===== src/rtl/movement_control.sv =====
// Frame-tick driven CLEAR -> MOVE -> DRAW sequencer for the sprite datapath.
// Owns the authoritative sprite position and watches the datapath done handshake.
module movement_control #(
    parameter int TICK_CYCLES  = 833333,
    parameter int X_MAX        = 159,
    parameter int Y_MAX        = 119,
    parameter int X_INIT       = 50,
    parameter int Y_INIT       = 50,
    parameter int DONE_TIMEOUT = 64
) (
    input  logic       clk,
    input  logic       reset,
    input  logic       key_left,
    input  logic       key_right,
    input  logic       key_up,
    input  logic       key_down,
    input  logic       draw_done,
    output logic [3:0] control,
    output logic [7:0] x_pos,
    output logic [6:0] y_pos,
    output logic       busy,
    output logic       timeout_err
);

    localparam int TW = (TICK_CYCLES > 1) ? $clog2(TICK_CYCLES) : 1;
    localparam int WW = (DONE_TIMEOUT > 1) ? $clog2(DONE_TIMEOUT) : 1;

    localparam logic [3:0] CODE_IDLE  = 4'b0000;
    localparam logic [3:0] CODE_CLEAR = 4'b0101;
    localparam logic [3:0] CODE_DRAW  = 4'b0110;

    typedef enum logic [2:0] {
        ST_IDLE  = 3'd0,
        ST_CLEAR = 3'd1,
        ST_MOVE  = 3'd2,
        ST_DRAW  = 3'd3
    } state_t;

    state_t          state_r, state_s;
    logic [1:0]      dir_r, dir_s;
    logic [WW-1:0]   wd_r, wd_s;
    logic [TW-1:0]   tick_cnt_r;
    logic            tick_s;
    logic            pending_r;
    logic            init_draw_r;
    logic            consume_s;
    logic            init_done_s;
    logic            abort_s;
    logic            move_s;
    logic [7:0]      x_pos_r, x_next_s;
    logic [6:0]      y_pos_r, y_next_s;
    logic [3:0]      control_r;
    logic            busy_r;
    logic            timeout_err_r;

    // Direction codes sit right after IDLE: left=1, right=2, up=3, down=4.
    function automatic logic [3:0] ctrl_code(input state_t st, input logic [1:0] d);
        case (st)
            ST_IDLE:  ctrl_code = CODE_IDLE;
            ST_CLEAR: ctrl_code = CODE_CLEAR;
            ST_MOVE:  ctrl_code = {2'b00, d} + 4'd1;
            ST_DRAW:  ctrl_code = CODE_DRAW;
            default:  ctrl_code = CODE_IDLE;
        endcase
    endfunction

    assign tick_s = (tick_cnt_r == TW'(TICK_CYCLES - 1));

    // Next-state, key sampling and watchdog logic.
    always_comb begin
        state_s     = state_r;
        dir_s       = dir_r;
        wd_s        = wd_r;
        consume_s   = 1'b0;
        init_done_s = 1'b0;
        abort_s     = 1'b0;
        move_s      = 1'b0;
        case (state_r)
            ST_IDLE: begin
                if (init_draw_r) begin
                    state_s     = ST_DRAW;
                    init_done_s = 1'b1;
                    wd_s        = {WW{1'b0}};
                end else if (pending_r) begin
                    consume_s = 1'b1;
                    if (key_left | key_right | key_up | key_down) begin
                        state_s = ST_CLEAR;
                        wd_s    = {WW{1'b0}};
                        if (key_left)       dir_s = 2'd0;
                        else if (key_right) dir_s = 2'd1;
                        else if (key_up)    dir_s = 2'd2;
                        else                dir_s = 2'd3;
                    end else begin
                        state_s = ST_IDLE;
                    end
                end else begin
                    state_s = ST_IDLE;
                end
            end
            ST_CLEAR, ST_DRAW: begin
                if (draw_done) begin
                    state_s = (state_r == ST_CLEAR) ? ST_MOVE : ST_IDLE;
                end else if (wd_r == WW'(DONE_TIMEOUT - 1)) begin
                    abort_s = 1'b1;
                    state_s = ST_IDLE;
                end else begin
                    wd_s = wd_r + WW'(1);
                end
            end
            ST_MOVE: begin
                move_s  = 1'b1;
                state_s = ST_DRAW;
                wd_s    = {WW{1'b0}};
            end
            default: begin
                state_s = ST_IDLE;
            end
        endcase
    end

    // Clamped position update, applied only at the end of the MOVE cycle.
    always_comb begin
        x_next_s = x_pos_r;
        y_next_s = y_pos_r;
        if (move_s) begin
            case (dir_r)
                2'd0:    x_next_s = (x_pos_r != 8'd0)         ? x_pos_r - 8'd1 : x_pos_r;
                2'd1:    x_next_s = (x_pos_r < 8'(X_MAX))     ? x_pos_r + 8'd1 : x_pos_r;
                2'd2:    y_next_s = (y_pos_r != 7'd0)         ? y_pos_r - 7'd1 : y_pos_r;
                2'd3:    y_next_s = (y_pos_r < 7'(Y_MAX))     ? y_pos_r + 7'd1 : y_pos_r;
                default: x_next_s = x_pos_r;
            endcase
        end else begin
            x_next_s = x_pos_r;
        end
    end

    // State, counters and registered outputs (control/busy track the next state).
    always_ff @(posedge clk) begin
        if (reset) begin
            state_r       <= ST_IDLE;
            dir_r         <= 2'd0;
            wd_r          <= {WW{1'b0}};
            tick_cnt_r    <= {TW{1'b0}};
            pending_r     <= 1'b0;
            init_draw_r   <= 1'b1;
            x_pos_r       <= 8'(X_INIT);
            y_pos_r       <= 7'(Y_INIT);
            control_r     <= CODE_IDLE;
            busy_r        <= 1'b0;
            timeout_err_r <= 1'b0;
        end else begin
            state_r       <= state_s;
            dir_r         <= dir_s;
            wd_r          <= wd_s;
            tick_cnt_r    <= tick_s ? {TW{1'b0}} : tick_cnt_r + TW'(1);
            pending_r     <= tick_s | (pending_r & ~consume_s);
            init_draw_r   <= init_draw_r & ~init_done_s;
            x_pos_r       <= x_next_s;
            y_pos_r       <= y_next_s;
            control_r     <= ctrl_code(state_s, dir_s);
            busy_r        <= (state_s != ST_IDLE);
            timeout_err_r <= timeout_err_r | abort_s;
        end
    end

    assign control     = control_r;
    assign busy        = busy_r;
    assign x_pos       = x_pos_r;
    assign y_pos       = y_pos_r;
    assign timeout_err = timeout_err_r;

endmodule


===== config.mk =====
export PLATFORM = sky130hd
export DESIGN_NAME = movement_control
export DESIGN_NICKNAME = d
export VERILOG_FILES = /design/src/rtl/movement_control.sv
export SDC_FILE = /design/constraint.sdc
export NUM_CORES = 1
export LEC_CHECK = 0
export BUFFER_PORTS_ARGS = -buffer_cell sky130_fd_sc_hd__buf_2
export CORE_MARGIN = 3
export CORE_UTILIZATION = 55
export CTS_BUF_LIST = sky130_fd_sc_hd__clkbuf_8
export DETAILED_ROUTE_END_ITERATION = 8
export GPL_TIMING_DRIVEN = 0
export PLACE_DENSITY_LB_ADDON = 0.3
export SLEW_MARGIN = 15
export SYNTH_ARGS = -nofsm -noshare
export SYNTH_HDL_FRONTEND = slang
export SYNTH_SLANG_ARGS = --single-unit

===== constraint.sdc =====
create_clock -name clk -period 2.2 [get_ports clk]
set_clock_uncertainty 0.1 [all_clocks]
set_input_delay 0.22 -clock clk [delete_from_list [all_inputs] [get_ports clk]]
set_output_delay 0.22 -clock clk [all_outputs]
set_load 0.01 [all_outputs]

# Word level (Yosys, flattened, before mapping)
# Cells that the tools add are included.
[totals] ff_bits=54 in_bits=7 out_inout_bits=21 word_cells=97
[classes] muxes=36 reduce_logical=13 n_bitwise=9 add_sub_neg=7 order_cmp=2 eq_ne=19
[op_table] operator="two-way mux 6 bit" n=5
[op_table] operator="adder 20 x 1 -> 20 bit, second input constant" n=1
[op_table] operator="equality test 20 bit, second input constant" n=1
[op_table] operator="one-hot mux 3 bit (3 select lines)" n=2
[op_table] operator="one-hot mux 6 bit (3 select lines)" n=1
[op_table] operator="two-way mux 8 bit" n=2
[op_table] operator="one-hot mux 8 bit (2 select lines)" n=1
[op_table] operator="two-way mux 2 bit" n=7
[op_table] operator="two-way mux 7 bit" n=2
[op_table] operator="one-hot mux 7 bit (2 select lines)" n=1
[op_table] operator="equality test 3 x 2 -> 1 bit, second input constant" n=4
[op_table] operator="two-way mux 3 bit" n=4
[op_table] operator="inequality test 2 bit, second input constant" n=6
[op_table] operator="two-way mux 1 bit" n=11
[op_table] operator="adder 8 x 1 -> 8 bit, second input constant" n=1
[op_table] operator="less-than comparator 8 bit, second input constant" n=1
[op_table] operator="AND reduction 4 bit" n=2
[op_table] operator="nonzero test 8 bit" n=1
[op_table] operator="subtractor 8 x 1 -> 8 bit, second input constant" n=1
[op_table] operator="adder 7 x 1 -> 7 bit, second input constant" n=1
[op_table] operator="less-than comparator 7 bit, second input constant" n=1
[op_table] operator="nonzero test 7 bit" n=1
[op_table] operator="subtractor 7 x 1 -> 7 bit, second input constant" n=1
[op_table] operator="adder 6 x 1 -> 6 bit, second input constant" n=1
[op_table] operator="other kinds (15)" n=27

# Longest topological paths before layout
# Gate-level depths: netlist of run 1.
[logic_depth] depth_word=9 depth_mapped=8 depth_no_buf=8

# Least setup slack after synthesis of run 1
# Ideal clock, no wire load.
[synth_timing] kind="register -> register" startpoint="register dir_r[0]" endpoint="register y_pos_r[6] (netlist: y_pos[6])" period_less_slack_ns=2.305 arrival_time_ns=2.082 path_buffers=0 path_stages_with_launch=8 path_slack_ns=-0.105 required_ns=1.977 path_cell_list="dfxtp_1 -> nand2_1 -> fa_1 -> a211oi_1 -> nor2_1 -> and3_1 -> and4bb_1 -> mux2_1"
[synth_via] elab_chain_cells=3 elab_cells_between_ends=7 cone_classes="eq/ne: 4; mux: 1; reduce/logical: 2"
[synth_rtl] item="start: declaration" line_no="40" source="logic [1:0] dir_r, dir_s;"
[synth_rtl] item="start signal: assignment" line_no="154" source="dir_r <= dir_s;"
[synth_rtl] item="equality test 2 bit" line_no="126" source="case (dir_r)"
[synth_rtl] item="inequality test 2 bit (no line) or nonzero test 2 bit (tied branches)"
[synth_rtl] item="AND reduction 4 bit (no line)"
[synth_rtl] item="end signal: assignment" line_no="148" source="y_pos_r <= 7'(Y_INIT);"
[synth_rtl] item="end signal: assignment" line_no="160" source="y_pos_r <= y_next_s;"
[synth_rtl] item="end: declaration" line_no="51" source="logic [6:0] y_pos_r, y_next_s;"
# Several ways; a longest one is shown, not always the timed one.
# A chain may end at the register's enable or synchronous reset.

# Worst setup path in the final report of run 1
# Ends and elaborated chain as after synthesis.

==> flow_summary_export.csv, run 1 <==
group,metric,value,unit
floorplan,initial_core_util,57.9,%
worst_setup_path,critical_path.slowest_cell,"sky130_fd_sc_hd__dfxtp_4",
worst_setup_path,crit_required,2.30,ns
detailed_routing,dr_total_vias,2324,
timing,tightest_slew,0.950,ns
synth,asyncSetResetFlopFracSynth,0,%
worst_setup_path,crit_type,"reg -> reg",
global_route,pin_count_of_the_biggest_net_entering_global_routing,18,
detailed_routing,drt_wl_total,5.87,mm
floorplan,fp.dieArea,5960,µm²
clock_network,cts-root-buf,"sky130_fd_sc_hd__clkbuf_8",
global_route,grt_antenna_before_repair,0,
pwr,p_clk_share,32.6,%
layout,finish.utilization,69.0,%
layout,design.final.nets,383,
worst_setup_path,cp.arrival,2.26,ns
synth,synth-seq-area-share,38.0,%
min_path,hp-class,"in -> reg",
clock_network,clkSinkCount,53,
clock_network,cts.htree.levels,2,
synth,synth-main-ff-cell,"sky130_fd_sc_hd__dfxtp_1",
clock_network,clock_latency,0.31,ns
pwr,portion_of_total_power_attributed_to_combinational_logic,8.7,%
floorplan,chipHeight,77.2,µm
pwr,worst_supply_voltage_drop_on_vdd,0.353,mV
pwr,power_switching,0.436,mW
global_route,global_route_wire_length_before_repair,9.87,mm
placement,place.port_buffers,26,
worst_setup_path,timing.critical_path.buf_inv,0,
synth,ys_types,53,
global_route,global_route.usage.total,20.0,%
layout,area_growth_syn_to_layout,19.2,%
run,number_of_max_cap_violations,0,
clock_network,cts_buffer_depth,2,
layout,post_route_cells_drive_above_1_share,19.7,%
detailed_routing,drt-wirelength-per-cell,13.7,µm
detailed_routing,met2_wirelength,2.86,mm
detailed_routing,route.layer.met1.wl,2.73,mm
detailed_routing,detailed_router_s_first_iteration_violation_count,67,
timing,final.hold.worst_slack,0.183,ns
synth,synth.cell_area,2790,µm²
floorplan,ioPinCount,28,
pwr,p_per_area,512,nW/µm²
global_route,grt_pass1_vias,2214,
worst_setup_path,critical_path.startpoint_type,"flip-flop",
timing,layout_worst_path_cycle_share,98.0,%
global_route,grt_overflow,0,
status,outcome,"completed",
synth,synthesis.area_per_instance,8.89,µm²
floorplan,die_width,77.2,µm
detailed_routing,first_pass_iters,4,
floorplan,placementRows,25,
floorplan,core_area,4820,µm²
pwr,power_report.internal_total,1.27,mW
synth,synthesized_instance_count,314,
worst_setup_path,path_max_fanout,10,
worst_setup_path,cell_family_with_most_cp_delay,"simple AND/OR/NAND/NOR gates",
detailed_routing,route.met3.wl,169,µm
clock_network,clock_pin_slew_of_the_registers_on_the_worst_case_setup_and_hold_paths,0.09,ns
pwr,leakage,1.26,nW
detailed_routing,detail_route.drc_violations,0,
synth,synth_enable_flop_cells,0,
placement,globalplace.congestion,0.843,
synth,yosysWarnings,0,
pwr,pwr-share-seq,58.8,%
timing,peak_clock_frequency_supported_by_timing,0.464,GHz
worst_setup_path,worstPathCellList,"nand2_8 > fa_2 > a211oi_1 > nor2_1 > and3_1 > and4bb_1 > mux2_1",
timing,rsz_0062_raised_after_global_routing,"true",
detailed_routing,routed.top_layer,"met4",
timing,timing.final.crit_period,2.16,ns
layout,num_antenna_cells,0,
detailed_routing,ant_nets,0,
synth,postSynthRegisterBits,53,
timing,hold_violation_count_in_the_final_report,0,
worst_setup_path,crit_end_category,"flip-flop",
pwr,switching_fraction_of_total_power,25.6,%
placement,hpwlAfterDp,4.02,mm
clock_network,cts_made_buffers,5,
timing,max_slew_margin,36.1,%
timing,finalSetupViolCount,0,
detailed_routing,vias_per_cell,5.44,
clock_network,cts_tree,"yes",
worst_setup_path,max_stage_delay,0.42,ns
clock_network,post_cts_hold_buffer_count,0,
timing,drv_slew,0,
-- cell type report --
class,count,area [µm²]
repair buffers,37,225
flip-flops and latches,53,1070
clock buffers,5,68.8
inverters,9,36.3
plain buffers,6,30.0
multi-input cells,247,1790
clock inverters,3,21.3
fillers,392,1490
well taps,67,83.8
-- stage by stage --
stage / setup TNS [ns] / worst slack, ns / power (mW) / std cells / instance area (µm²)
after CTS: 0 / 0.0129 / 1.71 / 418 / 3160
after global placement: -0.324 / -0.156 / 1.16 / 408 / 3010
after global routing: -0.0621 / -0.0236 / 1.79 / 427 / 3330
after detailed placement: -0.408 / -0.207 / 1.16 / 408 / 3010
after floorplan: -0.00410 / -0.00410 / 1.12 / 315 / 2800
final: 0 / 0.0434 / 1.70 / 427 / 3330
-- worst paths after layout --
check                                  from           to  slack [ns]  cells past startpoint
worst max register to register     dir_r[0]     y_pos[6]        0.04                      7
worst min register to register  init_draw_r  init_draw_r        0.37                      2
worst min-delay path                  reset     x_pos[7]        0.18                      3
worst max-delay path               dir_r[0]     y_pos[6]        0.04                      7
-- kinds of logic after synthesis --
group	Yosys count	synth area share (%)
compound gates	54	14.4
xor+xnor	30	9.42
fa+ha+maj	17	8.16
buf+inv	15	2.29
flops	53	38.0
mux	9	3.32
other cells	1	0.134
simple gates	135	24.3
-- state kept, by name, summed over array words and instances, names as in the netlist --
register	count
busy	1
wd_r	6
dir_r	2
state_r	3
init_draw_r	1
x_pos	8
y_pos	7
timeout_err	1
pending_r	1
tick_cnt_r	20
control	3
-- Yosys cell counts (2+ instances only) --
cell                        number  area, µm²
sky130_fd_sc_hd__a21oi_1        18       90.1
sky130_fd_sc_hd__inv_1           9       33.8
sky130_fd_sc_hd__nand3_1         9       45.0
sky130_fd_sc_hd__nand4_1        11       68.8
sky130_fd_sc_hd__ha_1           15        188
sky130_fd_sc_hd__nor2b_1         4       25.0
sky130_fd_sc_hd__buf_4           2       15.0
sky130_fd_sc_hd__nor2_1         49        184
sky130_fd_sc_hd__a211oi_1        6       45.0
sky130_fd_sc_hd__xnor2_1        14        123
sky130_fd_sc_hd__mux2i_1         7       70.1
sky130_fd_sc_hd__nand2_1        30        113
sky130_fd_sc_hd__dfxtp_1        53       1060
sky130_fd_sc_hd__nor4_1          6       37.5
sky130_fd_sc_hd__xor2_1         16        140
sky130_fd_sc_hd__fa_1            2       40.0
sky130_fd_sc_hd__mux2_1          2       22.5
sky130_fd_sc_hd__o22a_1          4       35.0
sky130_fd_sc_hd__o21ai_0         4       20.0
sky130_fd_sc_hd__o211ai_1        3       22.5
sky130_fd_sc_hd__and2_1          5       31.3
sky130_fd_sc_hd__a21o_1          5       37.5
sky130_fd_sc_hd__and3_1          5       31.3
sky130_fd_sc_hd__or3_1           2       12.5
sky130_fd_sc_hd__a2111oi_4       2       55.1
sky130_fd_sc_hd__clkbuf_1        3       11.3
sky130_fd_sc_hd__a211o_1         2       17.5
-- metal layers --
metal,track usage (%),vias to the layer above
met1,24.9,1086
met4,6.94,0
met5,0,-
met3,3.99,10
met2,34.1,30
li1,-,1198
-- worst register-to-register path, delay by kind of cell (launching register included) --
kind,cells,cell delay [ns]
flops,1,0.42
mux,1,0.32
simple gates,4,0.62
compound gates,1,0.20
fa+ha+maj,1,0.38
-- what timing repair did --
item	CTS	global route
pin swaps	2	7
setup endpoints to repair	3	16
buffers inserted	2	9
gates resized for setup	9	13
-- power groups by stage --
| stage | logic (mW) | registers (mW) | clock network [mW] |
|---|---|---|---|
| floorplan | 0.0919 | 1.02 | 0 |
| finish | 0.148 | 1.00 | 0.555 |
| global route | 0.165 | 1.01 | 0.616 |
| global placement | 0.135 | 1.02 | 0 |
| detailed placement | 0.137 | 1.02 | 0 |
| CTS | 0.141 | 0.999 | 0.570 |
-- placed cells by master, fill, tap and decap left out, types with 2 or more instances in the layout --
| cell | synthesis | layout |
|---|---|---|
| sky130_fd_sc_hd__dfxtp_4 | 0 | 2 |
| sky130_fd_sc_hd__mux2i_1 | 7 | 7 |
| sky130_fd_sc_hd__ha_4 | 0 | 5 |
| sky130_fd_sc_hd__or3_1 | 2 | 2 |
| sky130_fd_sc_hd__a211oi_1 | 6 | 5 |
| sky130_fd_sc_hd__dfxtp_1 | 53 | 51 |
| sky130_fd_sc_hd__inv_1 | 9 | 8 |
| sky130_fd_sc_hd__o22a_1 | 4 | 4 |
| sky130_fd_sc_hd__ha_1 | 15 | 10 |
| sky130_fd_sc_hd__nand4_1 | 11 | 11 |
| sky130_fd_sc_hd__and3_1 | 5 | 5 |
| sky130_fd_sc_hd__conb_1 | 1 | 2 |
| sky130_fd_sc_hd__nor2_1 | 49 | 48 |
| sky130_fd_sc_hd__buf_4 | 2 | 12 |
| sky130_fd_sc_hd__nand2_8 | 0 | 2 |
| sky130_fd_sc_hd__a21o_1 | 5 | 5 |
| sky130_fd_sc_hd__o211ai_1 | 3 | 3 |
| sky130_fd_sc_hd__and2_1 | 5 | 5 |
| sky130_fd_sc_hd__a211o_1 | 2 | 2 |
| sky130_fd_sc_hd__a2111oi_4 | 2 | 2 |
| sky130_fd_sc_hd__clkbuf_1 | 3 | 3 |
| sky130_fd_sc_hd__nor2b_1 | 4 | 4 |
| sky130_fd_sc_hd__mux2_1 | 2 | 2 |
| sky130_fd_sc_hd__xor2_1 | 16 | 16 |
| sky130_fd_sc_hd__nand3_1 | 9 | 9 |
| sky130_fd_sc_hd__clkbuf_8 | 0 | 5 |
| sky130_fd_sc_hd__nor4_1 | 6 | 6 |
| sky130_fd_sc_hd__a21oi_1 | 18 | 18 |
| sky130_fd_sc_hd__xnor2_1 | 14 | 14 |
| sky130_fd_sc_hd__buf_2 | 0 | 26 |
| sky130_fd_sc_hd__nand2_1 | 30 | 28 |
| sky130_fd_sc_hd__o21ai_0 | 4 | 4 |
No activity file was read; power rests on OpenSTA's default activity.
==> run 2: changes to the inputs <==
Settings changed: CORE_ASPECT_RATIO set to 0.75.
==> run 2 against run 1 <==
Compared with the run above: fmax down 0.56%; via count is 3.5% higher; first-iteration DRC count up 140%; wire length rose by 5.3%; cell count decreased by 2.6%; register-to-register slack about the same; critical endpoint is now x_pos[7]; largest cell class unchanged; largest power group unchanged; highest routed layer unchanged.
==> flow_summary_export.csv, run 2 (synthesis gave the netlist of run 1 again) <==
group,metric,value,unit
status,outcome,"completed",
worst_setup_path,crit_type,"reg -> reg",
global_route,global_route_wire_length_before_repair,10.0,mm
layout,post_route_cells_drive_above_1_share,20.3,%
pwr,p_per_area,518,nW/µm²
layout,largest_reg_flops,20,
detailed_routing,ant_nets,0,
worst_setup_path,crit_required,2.30,ns
pwr,worst_supply_voltage_drop_on_vdd,0.392,mV
layout,area_growth_syn_to_layout,18.8,%
clock_network,cts-root-buf,"sky130_fd_sc_hd__clkbuf_8",
detailed_routing,drt_wl_total,6.18,mm
global_route,global_route.usage.total,21.6,%
floorplan,fp.dieArea,5970,µm²
placement,dpl.cell_count,398,
layout,num_antenna_cells,0,
timing,timing.final.ws_setup,0.0312,ns
detailed_routing,first_pass_iters,4,
layout,layout.cells.most_common,"sky130_fd_sc_hd__dfxtp_1",
floorplan,ioPinCount,28,
worst_setup_path,crit_end_category,"flip-flop",
min_path,worst_hold_startpoint,"reset",
timing,tightest_slew,0.647,ns
timing,layout_worst_path_cycle_share,98.6,%
worst_setup_path,r2r-end,"x_pos[7]",
worst_setup_path,crit-reg2reg-launch,"dir_r[0]",
global_route,pin_count_of_the_biggest_net_entering_global_routing,16,
floorplan,placementRows,21,
timing,peak_clock_frequency_supported_by_timing,0.461,GHz
floorplan,die_width,88.2,µm
detailed_routing,detail_route.drc_violations,0,
layout,design.final.nets,383,
worst_setup_path,critical_path.startpoint_type,"flip-flop",
floorplan,core_area,4680,µm²
timing,rsz_0062_raised_after_global_routing,"true",
clock_network,clkSinkCount,53,
placement,dp_slack,-0.188,ns
pwr,leakage,1.27,nW
layout,finish.utilization,70.9,%
timing,setup_tns,0,ns
clock_network,clock_latency,0.31,ns
global_route,grt_overflow,0,
detailed_routing,route.layer.met1.wl,2.95,mm
layout,area_taken_by_multi_input_logic_gates,1790,µm²
clock_network,cts_tree,"yes",
detailed_routing,drt-wirelength-per-cell,14.8,µm
clock_network,clock_pin_slew_of_the_registers_on_the_worst_case_setup_and_hold_paths,0.10,ns
clock_network,cts.htree.levels,2,
layout,fillCellCount,362,
detailed_routing,routed.top_layer,"met4",
timing,finalSetupViolCount,0,
detailed_routing,dr_total_vias,2406,
timing,hold_violation_count_in_the_final_report,0,
detailed_routing,route.met3.wl,342,µm
placement,placed_area,3000,µm²
run,number_of_max_cap_violations,0,
detailed_routing,vias_per_cell,5.78,
placement,place.port_buffers,26,
pwr,power.total,1.72,mW
clock_network,cts_buffer_depth,2,
layout,stdcell_area,3310,µm²
clock_network,post_cts_hold_buffer_count,0,
global_route,grt_pass1_vias,2130,
worst_setup_path,worst-r2r-cell-count,8,
timing,final.hold.worst_slack,0.173,ns
timing,drv_slew,0,
min_path,hold_end,"y_pos[6]",
layout,final_cells,416,
floorplan,initial_core_util,59.7,%
layout,regArea,1070,µm²
timing,max_slew_margin,56.4,%
floorplan,chipHeight,67.7,µm
global_route,grt_antenna_before_repair,0,
layout,layout_common_cells,"sky130_fd_sc_hd__dfxtp_1 (51), sky130_fd_sc_hd__nor2_1 (49), sky130_fd_sc_hd__nand2_1 (28), sky130_fd_sc_hd__buf_2 (26), sky130_fd_sc_hd__a21oi_1 (17)",
placement,globalplace.congestion,0.856,
layout,regMostFlops,"tick_cnt_r",
worst_setup_path,path_max_fanout,9,
placement,hpwlAfterDp,4.28,mm
min_path,hp-class,"in -> reg",
detailed_routing,detailed_router_s_first_iteration_violation_count,158,
worst_setup_path,cp.arrival,2.27,ns
min_path,hold-path-cell-count,3,
detailed_routing,met2_wirelength,2.84,mm
clock_network,cts_made_buffers,5,
timing,timing.final.crit_period,2.17,ns
worst_setup_path,regToRegSetupSlack,0.03,ns
[run 2: repair_timing]
action / CTS / global route
endpoints found under the hold margin: 0 / 0
gates cloned: 0 / 0
endpoints found under the setup margin: 4 / 10
resized for setup: 11 / 11
pin swaps: 3 / 6
buffers inserted: 2 / 9
[run 2: worst max-delay path: stages (launching register included)]
cell and delay [ns]:
sky130_fd_sc_hd__dfxtp_4 0.40, sky130_fd_sc_hd__buf_12 0.11, sky130_fd_sc_hd__nand2_8 0.09, sky130_fd_sc_hd__ha_4 0.30
sky130_fd_sc_hd__o211ai_1 0.12, sky130_fd_sc_hd__o211ai_1 0.28, sky130_fd_sc_hd__a21oi_1 0.10, sky130_fd_sc_hd__and3b_1 0.25
sky130_fd_sc_hd__mux2_4 0.30
[run 2: final cells by class]
cell class,instances,area share (%)
clock buffer,6,2.49
inverter,9,1.09
buffer,6,0.906
sequential,53,32.2
timing repair buffer,37,6.80
multi-input combinational,247,54.1
clock inverter,1,0.227
tap,57,2.15
[run 2: worst max path at each step]
stage	slack, ns	start	end	cells past startpoint
floorplan	-0.004	dir_r[1]	y_pos[6]	7
global placement	-0.16	dir_r[1]	y_pos[6]	7
detailed placement	-0.19	dir_r[1]	x_pos[7]	8
CTS	-0.004	dir_r[1]	x_pos[7]	8
global route	-0.01	dir_r[0]	x_pos[7]	8
finish	0.03	dir_r[0]	x_pos[7]	8
[run 2: report_power, final]
group          internal, mW  leakage (nW)  total, mW  switching (mW)
logic                0.0654         0.800      0.154          0.0883
registers             0.977         0.432       1.00          0.0247
clock network         0.249        0.0433      0.561           0.312
total                  1.29          1.27       1.72           0.425
[run 2: metal layers]
metal	up-vias	global-route usage [%]
li1	1208	-
met1	1123	31.0
met2	70	32.7
met3	5	4.63
met4	0	6.04
met5	-	0
